`src/rtl/hd_pkt_decoder_pkg.sv`:
```
// Shared types and helpers for the SECDED packet decoder (package hd_pkg).
// Optional error counters on the top are enabled with HD_ERR_CNT_EN.
package hd_pkg;

    // Packet FSM states.
    typedef enum logic [1:0] {
        IDLE  = 2'd0,
        BODY  = 2'd1,
        DONE  = 2'd2,
        DRAIN = 2'd3
    } hd_state_t;

    // Per-codeword decode outcome.
    typedef enum logic [1:0] {
        CLEAN  = 2'd0,
        CORR   = 2'd1,
        UNCORR = 2'd2
    } hd_stat_t;

    // Debug view: FSM state plus the decoder's view of the current input word.
    // Syndrome is zero-extended to 6 bits, enough for a 64-bit codeword.
    typedef struct packed {
        hd_state_t state;
        hd_stat_t  stat;
        logic [5:0] syndrome;
    } hd_dbg_t;

    // Number of Hamming parity bits (excluding the overall parity at bit 0).
    function automatic int hd_par_bits(input int width);
        return $clog2(width);
    endfunction

    // Number of data bits carried by one codeword.
    function automatic int hd_data_bits(input int width);
        return width - hd_par_bits(width) - 1;
    endfunction

    // Codeword position of data bit k: data fills the non-power-of-two
    // positions above 0 in ascending order.
    function automatic int hd_data_pos(input int width, input int k);
        int n;
        n = 0;
        for (int i = 1; i < width; i++) begin
            if ((i & (i - 1)) != 0) begin
                if (n == k) return i;
                n++;
            end
        end
        return 0;
    endfunction

endpackage

```
`src/rtl/hd_pkt_decoder_if.sv`:
```
// Stream bundle between a packet source/sink and hd_pkt_decoder.
//
// Handshake: a beat transfers on a rising clk edge where its valid and the
// matching ready are both high (wr_vld & in_rdy on the input side,
// out_vld & out_rdy on the output side). A source holds valid and payload
// stable until the transfer; ready may change freely and never waits on valid.
interface hd_pkt_decoder_if
    import hd_pkg::*;
#(
    parameter int CODE_WIDTH   = 16,
    parameter int PRIORITY_BIT = 3,
    parameter int PORT_BIT     = 4
);
    localparam int DW = hd_data_bits(CODE_WIDTH);

    logic                    wr_vld;
    logic                    wr_sop;
    logic                    wr_eop;
    logic [CODE_WIDTH-1:0]   wr_data;
    logic                    in_rdy;

    logic                    out_vld;
    logic                    out_rdy;
    logic                    out_sop;
    logic                    out_eop;
    logic [DW-1:0]           out_data;
    logic [PRIORITY_BIT-1:0] out_prior;
    logic [PORT_BIT-1:0]     out_port;

    logic                    pkt_done;
    logic                    pkt_drop;
    logic                    pkt_corr;

    // Packet source and sink side (testbench or upstream/downstream logic).
    modport master (
        output wr_vld, wr_sop, wr_eop, wr_data, out_rdy,
        input  in_rdy, out_vld, out_sop, out_eop, out_data, out_prior, out_port,
               pkt_done, pkt_drop, pkt_corr
    );

    // Decoder side.
    modport slave (
        input  wr_vld, wr_sop, wr_eop, wr_data, out_rdy,
        output in_rdy, out_vld, out_sop, out_eop, out_data, out_prior, out_port,
               pkt_done, pkt_drop, pkt_corr
    );
endinterface

```
`src/rtl/hd_secded_dec.sv`:
```
// Combinational SECDED Hamming decoder: corrects one flipped bit anywhere in
// the codeword (including the overall parity at bit 0) and flags two flips.
module hd_secded_dec
    import hd_pkg::*;
#(
    parameter  int CODE_WIDTH = 16,
    localparam int P          = hd_par_bits(CODE_WIDTH),
    localparam int DW         = hd_data_bits(CODE_WIDTH)
) (
    input  logic [CODE_WIDTH-1:0] code,
    output logic [DW-1:0]         data,
    output hd_stat_t              status,
    output logic [P-1:0]          syndrome
);
    logic [P-1:0]          syn;
    logic                  parity;
    logic [CODE_WIDTH-1:0] fixed;

    // Syndrome is the XOR of the indices of all set bits; odd overall parity
    // means exactly one flip, located at the syndrome (0 = parity bit itself).
    always_comb begin
        syn = '0;
        for (int i = 0; i < CODE_WIDTH; i++) begin
            if (code[i]) syn = syn ^ P'(i);
        end
        parity = ^code;
        fixed  = code;
        if (parity) fixed[syn] = ~code[syn];
        if (parity)          status = CORR;
        else if (syn != '0)  status = UNCORR;
        else                 status = CLEAN;
        syndrome = syn;
    end

    for (genvar k = 0; k < DW; k++) begin : g_data
        localparam int POS = hd_data_pos(CODE_WIDTH, k);
        assign data[k] = fixed[POS];
    end
endmodule

```
`src/rtl/hd_pkt_decoder.sv`:
```
// SECDED packet decoder: decodes every incoming codeword, buffers the
// corrected payload of one packet and replays it with header fields attached.
// Packets with an uncorrectable word or more than MAX_WORDS payload words are
// dropped whole. Define HD_ERR_CNT_EN to add saturating error counters.
module hd_pkt_decoder
    import hd_pkg::*;
#(
    parameter int CODE_WIDTH   = 16,
    parameter int PRIORITY_BIT = 3,
    parameter int PORT_BIT     = 4,
    parameter int MAX_WORDS    = 64
) (
    input  logic              clk,
    input  logic              rst,
    hd_pkt_decoder_if.slave   bus,
    output hd_dbg_t           dbg
`ifdef HD_ERR_CNT_EN
    ,
    output logic [15:0]       cnt_corr,
    output logic [15:0]       cnt_uncorr,
    output logic [15:0]       cnt_drop
`endif
);
    localparam int P  = hd_par_bits(CODE_WIDTH);
    localparam int DW = hd_data_bits(CODE_WIDTH);
    localparam int AW = $clog2(MAX_WORDS + 1);
    localparam int IW = $clog2(MAX_WORDS);
    localparam logic [AW-1:0] CNT_MAX = AW'(MAX_WORDS);
    localparam logic [AW-1:0] CNT_ONE = AW'(1);

    hd_state_t               state, state_nxt;
    logic [AW-1:0]           cnt, rd;
    logic                    drop_flag, corr_flag;
    logic [PRIORITY_BIT-1:0] prior;
    logic [PORT_BIT-1:0]     port;
    logic [DW-1:0]           buffer [MAX_WORDS];

    logic [DW-1:0]           dec_data;
    hd_stat_t                dec_stat;
    logic [P-1:0]            dec_syn;

    logic take, last_rd, in_rdy, out_vld, done_pulse, abort, wr_buf;

    hd_secded_dec #(.CODE_WIDTH(CODE_WIDTH)) u_dec (
        .code     (bus.wr_data),
        .data     (dec_data),
        .status   (dec_stat),
        .syndrome (dec_syn)
    );

    assign take    = bus.wr_vld && (state == IDLE || state == BODY);
    assign last_rd = (rd == cnt - CNT_ONE);
    assign wr_buf  = take && (state == BODY) && !bus.wr_sop && (cnt != CNT_MAX);

    // State register.
    always_ff @(posedge clk or posedge rst) begin
        if (rst) state <= IDLE;
        else     state <= state_nxt;
    end

    // Next-state and handshake/status outputs.
    always_comb begin
        state_nxt  = state;
        in_rdy     = 1'b0;
        out_vld    = 1'b0;
        done_pulse = 1'b0;
        abort      = 1'b0;
        case (state)
            IDLE: begin
                in_rdy = 1'b1;
                if (bus.wr_vld && bus.wr_sop)
                    state_nxt = bus.wr_eop ? DONE : BODY;
            end
            BODY: begin
                in_rdy = 1'b1;
                if (bus.wr_vld && bus.wr_sop) begin
                    // New header mid-packet: report the old one as dropped now.
                    abort     = 1'b1;
                    state_nxt = bus.wr_eop ? DONE : BODY;
                end else if (bus.wr_vld && bus.wr_eop) begin
                    state_nxt = DONE;
                end
            end
            DONE: begin
                done_pulse = 1'b1;
                state_nxt  = (drop_flag || cnt == '0) ? IDLE : DRAIN;
            end
            DRAIN: begin
                out_vld = 1'b1;
                if (bus.out_rdy && last_rd) state_nxt = IDLE;
            end
            default: state_nxt = IDLE;
        endcase
    end

    // Header, counters and per-packet flags.
    always_ff @(posedge clk or posedge rst) begin
        if (rst) begin
            cnt       <= '0;
            rd        <= '0;
            drop_flag <= 1'b0;
            corr_flag <= 1'b0;
            prior     <= '0;
            port      <= '0;
        end else begin
            if (take && bus.wr_sop) begin
                port      <= dec_data[PORT_BIT-1:0];
                prior     <= dec_data[PORT_BIT+PRIORITY_BIT-1:PORT_BIT];
                cnt       <= '0;
                drop_flag <= (dec_stat == UNCORR);
                corr_flag <= (dec_stat == CORR);
            end else if (take && state == BODY) begin
                if (dec_stat == UNCORR) drop_flag <= 1'b1;
                if (dec_stat == CORR)   corr_flag <= 1'b1;
                if (cnt == CNT_MAX)     drop_flag <= 1'b1;
                else                    cnt       <= cnt + CNT_ONE;
            end
            if (state == DONE)                  rd <= '0;
            else if (state == DRAIN && bus.out_rdy) rd <= rd + CNT_ONE;
        end
    end

    // Payload buffer; overflow words are never written.
    always_ff @(posedge clk) begin
        if (wr_buf) buffer[cnt[IW-1:0]] <= dec_data;
    end

`ifdef HD_ERR_CNT_EN
    // Saturating error statistics over words taken into packets.
    always_ff @(posedge clk or posedge rst) begin
        if (rst) begin
            cnt_corr   <= '0;
            cnt_uncorr <= '0;
            cnt_drop   <= '0;
        end else begin
            if (take && (bus.wr_sop || state == BODY)) begin
                if (dec_stat == CORR && cnt_corr != 16'hFFFF)
                    cnt_corr <= cnt_corr + 16'd1;
                if (dec_stat == UNCORR && cnt_uncorr != 16'hFFFF)
                    cnt_uncorr <= cnt_uncorr + 16'd1;
            end
            if (((done_pulse && drop_flag) || abort) && cnt_drop != 16'hFFFF)
                cnt_drop <= cnt_drop + 16'd1;
        end
    end
`endif

    assign bus.in_rdy    = in_rdy;
    assign bus.out_vld   = out_vld;
    assign bus.out_sop   = out_vld && (rd == '0);
    assign bus.out_eop   = out_vld && last_rd;
    assign bus.out_data  = out_vld ? buffer[rd[IW-1:0]] : '0;
    assign bus.out_prior = prior;
    assign bus.out_port  = port;
    assign bus.pkt_done  = done_pulse || abort;
    assign bus.pkt_drop  = (done_pulse && drop_flag) || abort;
    assign bus.pkt_corr  = (done_pulse || abort) && corr_flag;

    assign dbg = '{state: state, stat: dec_stat, syndrome: 6'(dec_syn)};
endmodule
```
`src/flat_wrapper.sv`:
```
// flat-port wrapper written by rule: the top's interface ports become plain ports
module hd_pkt_decoder_flat import hd_pkg::*;
#(
    parameter int CODE_WIDTH   = 16,
    parameter int PRIORITY_BIT = 3,
    parameter int PORT_BIT     = 4,
    parameter int MAX_WORDS    = 64
)
  (clk, rst, dbg, bus_wr_vld, bus_wr_sop, bus_wr_eop, bus_wr_data, bus_out_rdy, bus_in_rdy, bus_out_vld, bus_out_sop, bus_out_eop, bus_out_data, bus_out_prior, bus_out_port, bus_pkt_done, bus_pkt_drop, bus_pkt_corr);
  hd_pkt_decoder_if #(.CODE_WIDTH(CODE_WIDTH), .PRIORITY_BIT(PRIORITY_BIT), .PORT_BIT(PORT_BIT)) bus_i ();
  input  logic clk;
  input  logic rst;
  output hd_dbg_t dbg;
  input wire logic [$bits(bus_i.wr_vld)-1:0] bus_wr_vld;
  input wire logic [$bits(bus_i.wr_sop)-1:0] bus_wr_sop;
  input wire logic [$bits(bus_i.wr_eop)-1:0] bus_wr_eop;
  input wire logic [$bits(bus_i.wr_data)-1:0] bus_wr_data;
  input wire logic [$bits(bus_i.out_rdy)-1:0] bus_out_rdy;
  output wire logic [$bits(bus_i.in_rdy)-1:0] bus_in_rdy;
  output wire logic [$bits(bus_i.out_vld)-1:0] bus_out_vld;
  output wire logic [$bits(bus_i.out_sop)-1:0] bus_out_sop;
  output wire logic [$bits(bus_i.out_eop)-1:0] bus_out_eop;
  output wire logic [$bits(bus_i.out_data)-1:0] bus_out_data;
  output wire logic [$bits(bus_i.out_prior)-1:0] bus_out_prior;
  output wire logic [$bits(bus_i.out_port)-1:0] bus_out_port;
  output wire logic [$bits(bus_i.pkt_done)-1:0] bus_pkt_done;
  output wire logic [$bits(bus_i.pkt_drop)-1:0] bus_pkt_drop;
  output wire logic [$bits(bus_i.pkt_corr)-1:0] bus_pkt_corr;
  assign bus_i.wr_vld = bus_wr_vld;
  assign bus_i.wr_sop = bus_wr_sop;
  assign bus_i.wr_eop = bus_wr_eop;
  assign bus_i.wr_data = bus_wr_data;
  assign bus_i.out_rdy = bus_out_rdy;
  assign bus_in_rdy = bus_i.in_rdy;
  assign bus_out_vld = bus_i.out_vld;
  assign bus_out_sop = bus_i.out_sop;
  assign bus_out_eop = bus_i.out_eop;
  assign bus_out_data = bus_i.out_data;
  assign bus_out_prior = bus_i.out_prior;
  assign bus_out_port = bus_i.out_port;
  assign bus_pkt_done = bus_i.pkt_done;
  assign bus_pkt_drop = bus_i.pkt_drop;
  assign bus_pkt_corr = bus_i.pkt_corr;
  hd_pkt_decoder #(.CODE_WIDTH(CODE_WIDTH), .PRIORITY_BIT(PRIORITY_BIT), .PORT_BIT(PORT_BIT), .MAX_WORDS(MAX_WORDS)) u_core (.clk(clk), .rst(rst), .bus(bus_i), .dbg(dbg));
endmodule
```
`config.mk`:
```
export PLATFORM = sky130hd
export DESIGN_NAME = hd_pkt_decoder_flat
export DESIGN_NICKNAME = d
export VERILOG_FILES = /design/src/rtl/hd_pkt_decoder_pkg.sv /design/src/rtl/hd_pkt_decoder_if.sv /design/src/rtl/hd_secded_dec.sv /design/src/rtl/hd_pkt_decoder.sv /design/src/flat_wrapper.sv
export SDC_FILE = /design/constraint.sdc
export NUM_CORES = 1
export LEC_CHECK = 0
export ABC_AREA = 1
export BUFFER_PORTS_ARGS = -buffer_cell sky130_fd_sc_hd__clkbuf_2
export CORE_ASPECT_RATIO = 0.75
export CORE_MARGIN = 8
export CORE_UTILIZATION = 50
export CTS_CLUSTER_DIAMETER = 80
export DETAILED_ROUTE_END_ITERATION = 12
export PLACE_DENSITY = 0.66
export SYNTH_ARGS = -nofsm -noshare
export SYNTH_HDL_FRONTEND = slang
export SYNTH_SLANG_ARGS = --single-unit
```
`constraint.sdc`:
```
create_clock -name clk -period 4.46 [get_ports clk]
set_input_delay 0 -clock clk [delete_from_list [all_inputs] [get_ports clk]]
set_output_delay 0 -clock clk [all_outputs]
set_load 0.05 [all_outputs]
```
==> metrics.md <==
| Metric | Value |
|---|---|
| Status | complete, no violations |
| IO buf count | 54 |
| Vias | 20260 |
| Hold Vio Cnt, Final | 0 |
| # fillers | 4753 |
| Core ar. | 58960 sq um |
| Top delay family on crit path | buffers and inverters |
| Routed WL | 78780 um |
| Syn. warnings | 0 |
| Die Footprint | 67850 sq um |
| Synth Cell Area | 29850 sq um |
| Asr flop ratio synth | 3.429% |
| Max VDD drop | 0.0008307 V |
| Final worst-path cycle share | 88.07% |
| Max-slew violation count | 0 |
| Post_cts resized | 0 |
| Chip height | 227.6 um |
| H-tree Lvls | 3 |
| DR vias/cell | 5.935 |
| Max Cap Viol | 0 |
| Largest net degree at the start of global routing | 199 |
| Worst Tran Pin Value | 1.185 ns |
| Yosys top cell area share | 70.83% |
| Num CTS Buffers | 71 |
| Final core utilization | 57.33% |
| CP required | 4.46 ns |
| Hold_buf cts | 18 |
| Die X | 298.1 um |
| First-pass GRT wire length | 118200 um |
| CTS sink cnt | 729 |
| Final HPWL from detailed placement | 47210 um |
| Clock Path Buffers | 3 |
| Crit Path Class | reg -> out |
| Fin crit period | 3.928 ns |
| Post-synthesis cell count | 2481 |
| Total GRT Usage | 22.79% |
| Type of origin of the critical path | flop |
| Slowest-stage cell, CP | dfrtp_4 |
| Worst-path fanout max | 66 |
| Total setup buffers inserted after CTS | 0 |
| Most frequent cells in the layout | edfxtp_1, nor2_1, o21ai_0 |
| DR WL/cell | 23.08 um |
| WP buf/inv | 3 |
| Boundary Pins | 57 |
| F_max | 254.6 MHz |
| Slowest cell delay on critical path | 0.72 ns |
| Grt total ovfl | 0 |
| Router iterations before antenna repair | 7 |
| Post-synth EDFFs | 704 |
| Post-synthesis sequential area ratio | 72.93% |
| Worst Skew | 0.02470 ns |
| DRT antenna net count | 0 |
| Layout cells sized above 1 | 10.76% |
| Area leader, netlist | edfxtp_1 |
| Worst hold-check path type | in -> async |
| Critical Path, Cell by Cell | inv_4 -> buf_12 -> o21ai_0 -> o22ai_1 -> nand2_1 -> nand3_1 -> a21oi_1 -> o22ai_1 -> nor3_1 -> nor2_1 -> clkbuf_2 |
| Site Rows | 77 |
| WHS | 0.1804 ns |
| Ranking of synthesized cells by area | edfxtp_1, o21ai_0, nor2_1 |
| Clock-pin slew on the worst setup and hold paths | 0.06 ns |
| Initial antenna violation count | 2 |
| Most common cell after layout, fill and taps aside | edfxtp_1 |
| Setup TNS | 0 ns |
| Crit path top cell by count | o22ai_1 |
| Vias in the first global route | 19180 |
| Leak | 11.53 nW |
| Yosys reg bits | 729 |
| Max-slew headroom | 21.00% |
| GP Congestion | 0.9711 |
| Nets | 2598 |
| Worst Setup End Kind | output port |
| Initial core utilization | 50.62% |
| Unrepaired setup endpoints after global routing | false |
| PwrDens | 587.6 nW/um^2 |
| Synth-to-Final Area Change | 13.26% |
| Clock root cell | clkbuf_16 |
| CTS tree | yes |
| WP data arrival | 3.93 ns |
| Initial drt markers | 2971 |
| Post-synth cell types | 39 |
| Mapped Avg Cell Area | 12.03 sq um |
| Remaining routing DRC violations | 0 |
| Ys flop type | edfxtp_1 |
| Final setup fails | 0 |
| Clock latency on the worst-skew pair | 0.61 ns |
-- stage by stage --
| step | instances | cell area (sq um) | setup slack [ns] | power (mW) |
|---|---|---|---|---|
| 2_1_floorplan | 2482 | 29850 | 1.755 | 12.09 |
| 3_3_place_gp | 3270 | 31390 | 1.233 | 13.90 |
| 5_1_grt | 3412 | 33800 | 0.3495 | 20.71 |
| 4_1_cts | 3412 | 33800 | 0.5020 | 19.86 |
| 6_report | 3413 | 33800 | 0.5322 | 19.86 |
| 3_5_place_dp | 3270 | 31390 | 1.189 | 14.05 |
-- worst paths after layout --
kind / startpoint / to / slack, ns / cells after the start
worst min-delay path: rst / u_core.rd[4] / 0.18 / 3
min in group clk: bus_wr_data[4] / u_core.bus.out_port[1] / 0.33 / 12
worst max-delay path: u_core.rd[1] / bus_out_data[8] / 0.53 / 11
worst min register to register: u_core.rd[6] / u_core.rd[6] / 0.47 / 1
worst max register to register: u_core.cnt[0] / u_core.buffer[14][3] / 1.31 / 13
max in group asynchronous: rst / u_core.rd[1] / 3.53 / 3
-- where the power goes --
part | internal, mW | total [mW] | switching, mW
clock network | 3.28 | 5.81 | 2.52
logic | 1.58 | 5.98 | 4.40
registers | 7.90 | 8.07 | 0.176
-- cell families (layout without fill, tap and decap cells) --
| kind of cell | count (synthesis) | count (layout) | share of synthesized area [%] |
|---|---|---|---|
| DFF | 729 | 729 | 72.93 |
| adders and majority gates | 5 | 5 | 0.2096 |
| AOI/OAI and AO/OA | 631 | 631 | 11.76 |
| and+or+nand+nor | 861 | 861 | 11.38 |
| xor gates and xnor gates | 22 | 22 | 0.6959 |
| other | 1 | 3 | 0.01256 |
| buffers and inverters | 232 | 372 | 3.014 |
-- layout make-up --
type / instances / area [sq um] / share of cell area [%]
sequential: 729 / 21770 / 64.41
antenna: 1 / 2.502 / 0.007403
timing repair buffer: 166 / 1281 / 3.790
clock buffer: 87 / 1858 / 5.497
clock inverter: 37 / 375.4 / 1.110
multi-input combinational: 1521 / 7207 / 21.32
tap: 790 / 988.4 / 2.924
inverter: 82 / 317.8 / 0.9401
-- cells in the mapped netlist (2+ instances only) --
cell type / count
nor2_1: 481
clkbuf_1: 140
nor3_1: 20
nand3_1: 60
nor2_2: 2
ha_1: 5
a211oi_1: 5
o22ai_1: 188
inv_1: 77
buf_2: 5
buf_4: 4
or2_2: 3
clkinv_1: 2
edfxtp_1: 704
nand2_2: 3
xnor2_1: 12
nand2_1: 278
nand4_1: 10
o21ai_0: 379
a22o_1: 4
a41oi_1: 15
a21oi_1: 29
xor2_1: 8
a221oi_1: 6
inv_2: 3
dfrtp_1: 25
-- state kept, by name, summed over array words and instances (netlist names) --
signal / cells
u_core.bus.out_prior: 3
u_core.bus.out_port: 4
u_core.drop_flag: 1
u_core.cnt: 7
u_core.rd: 7
u_core.corr_flag: 1
u_core.state: 2
u_core.buffer: 704
-- layer usage --
layer  part of all wire (%)  up-vias  track usage, %
li1                       -     9181               -
met1                     43     9996           32.89
met2                     45      957           35.32
met3                     10      123           4.636
met4                    2.1        0           6.279
met5                      0        -               0
-- worst register-to-register path: stages (launching register included) --
cell	delay, ns
dfrtp_1	0.47
clkinv_1	0.29
ha_1	0.30
nand4_1	0.09
nor2_1	0.06
a21oi_1	0.15
inv_1	0.11
nor2_1	0.14
buf_4	0.21
inv_1	0.07
nor2_1	0.17
nand2_1	0.30
nor2_1	0.25
buf_4	0.25
Note: power is estimated with default switching activity, not from simulation.
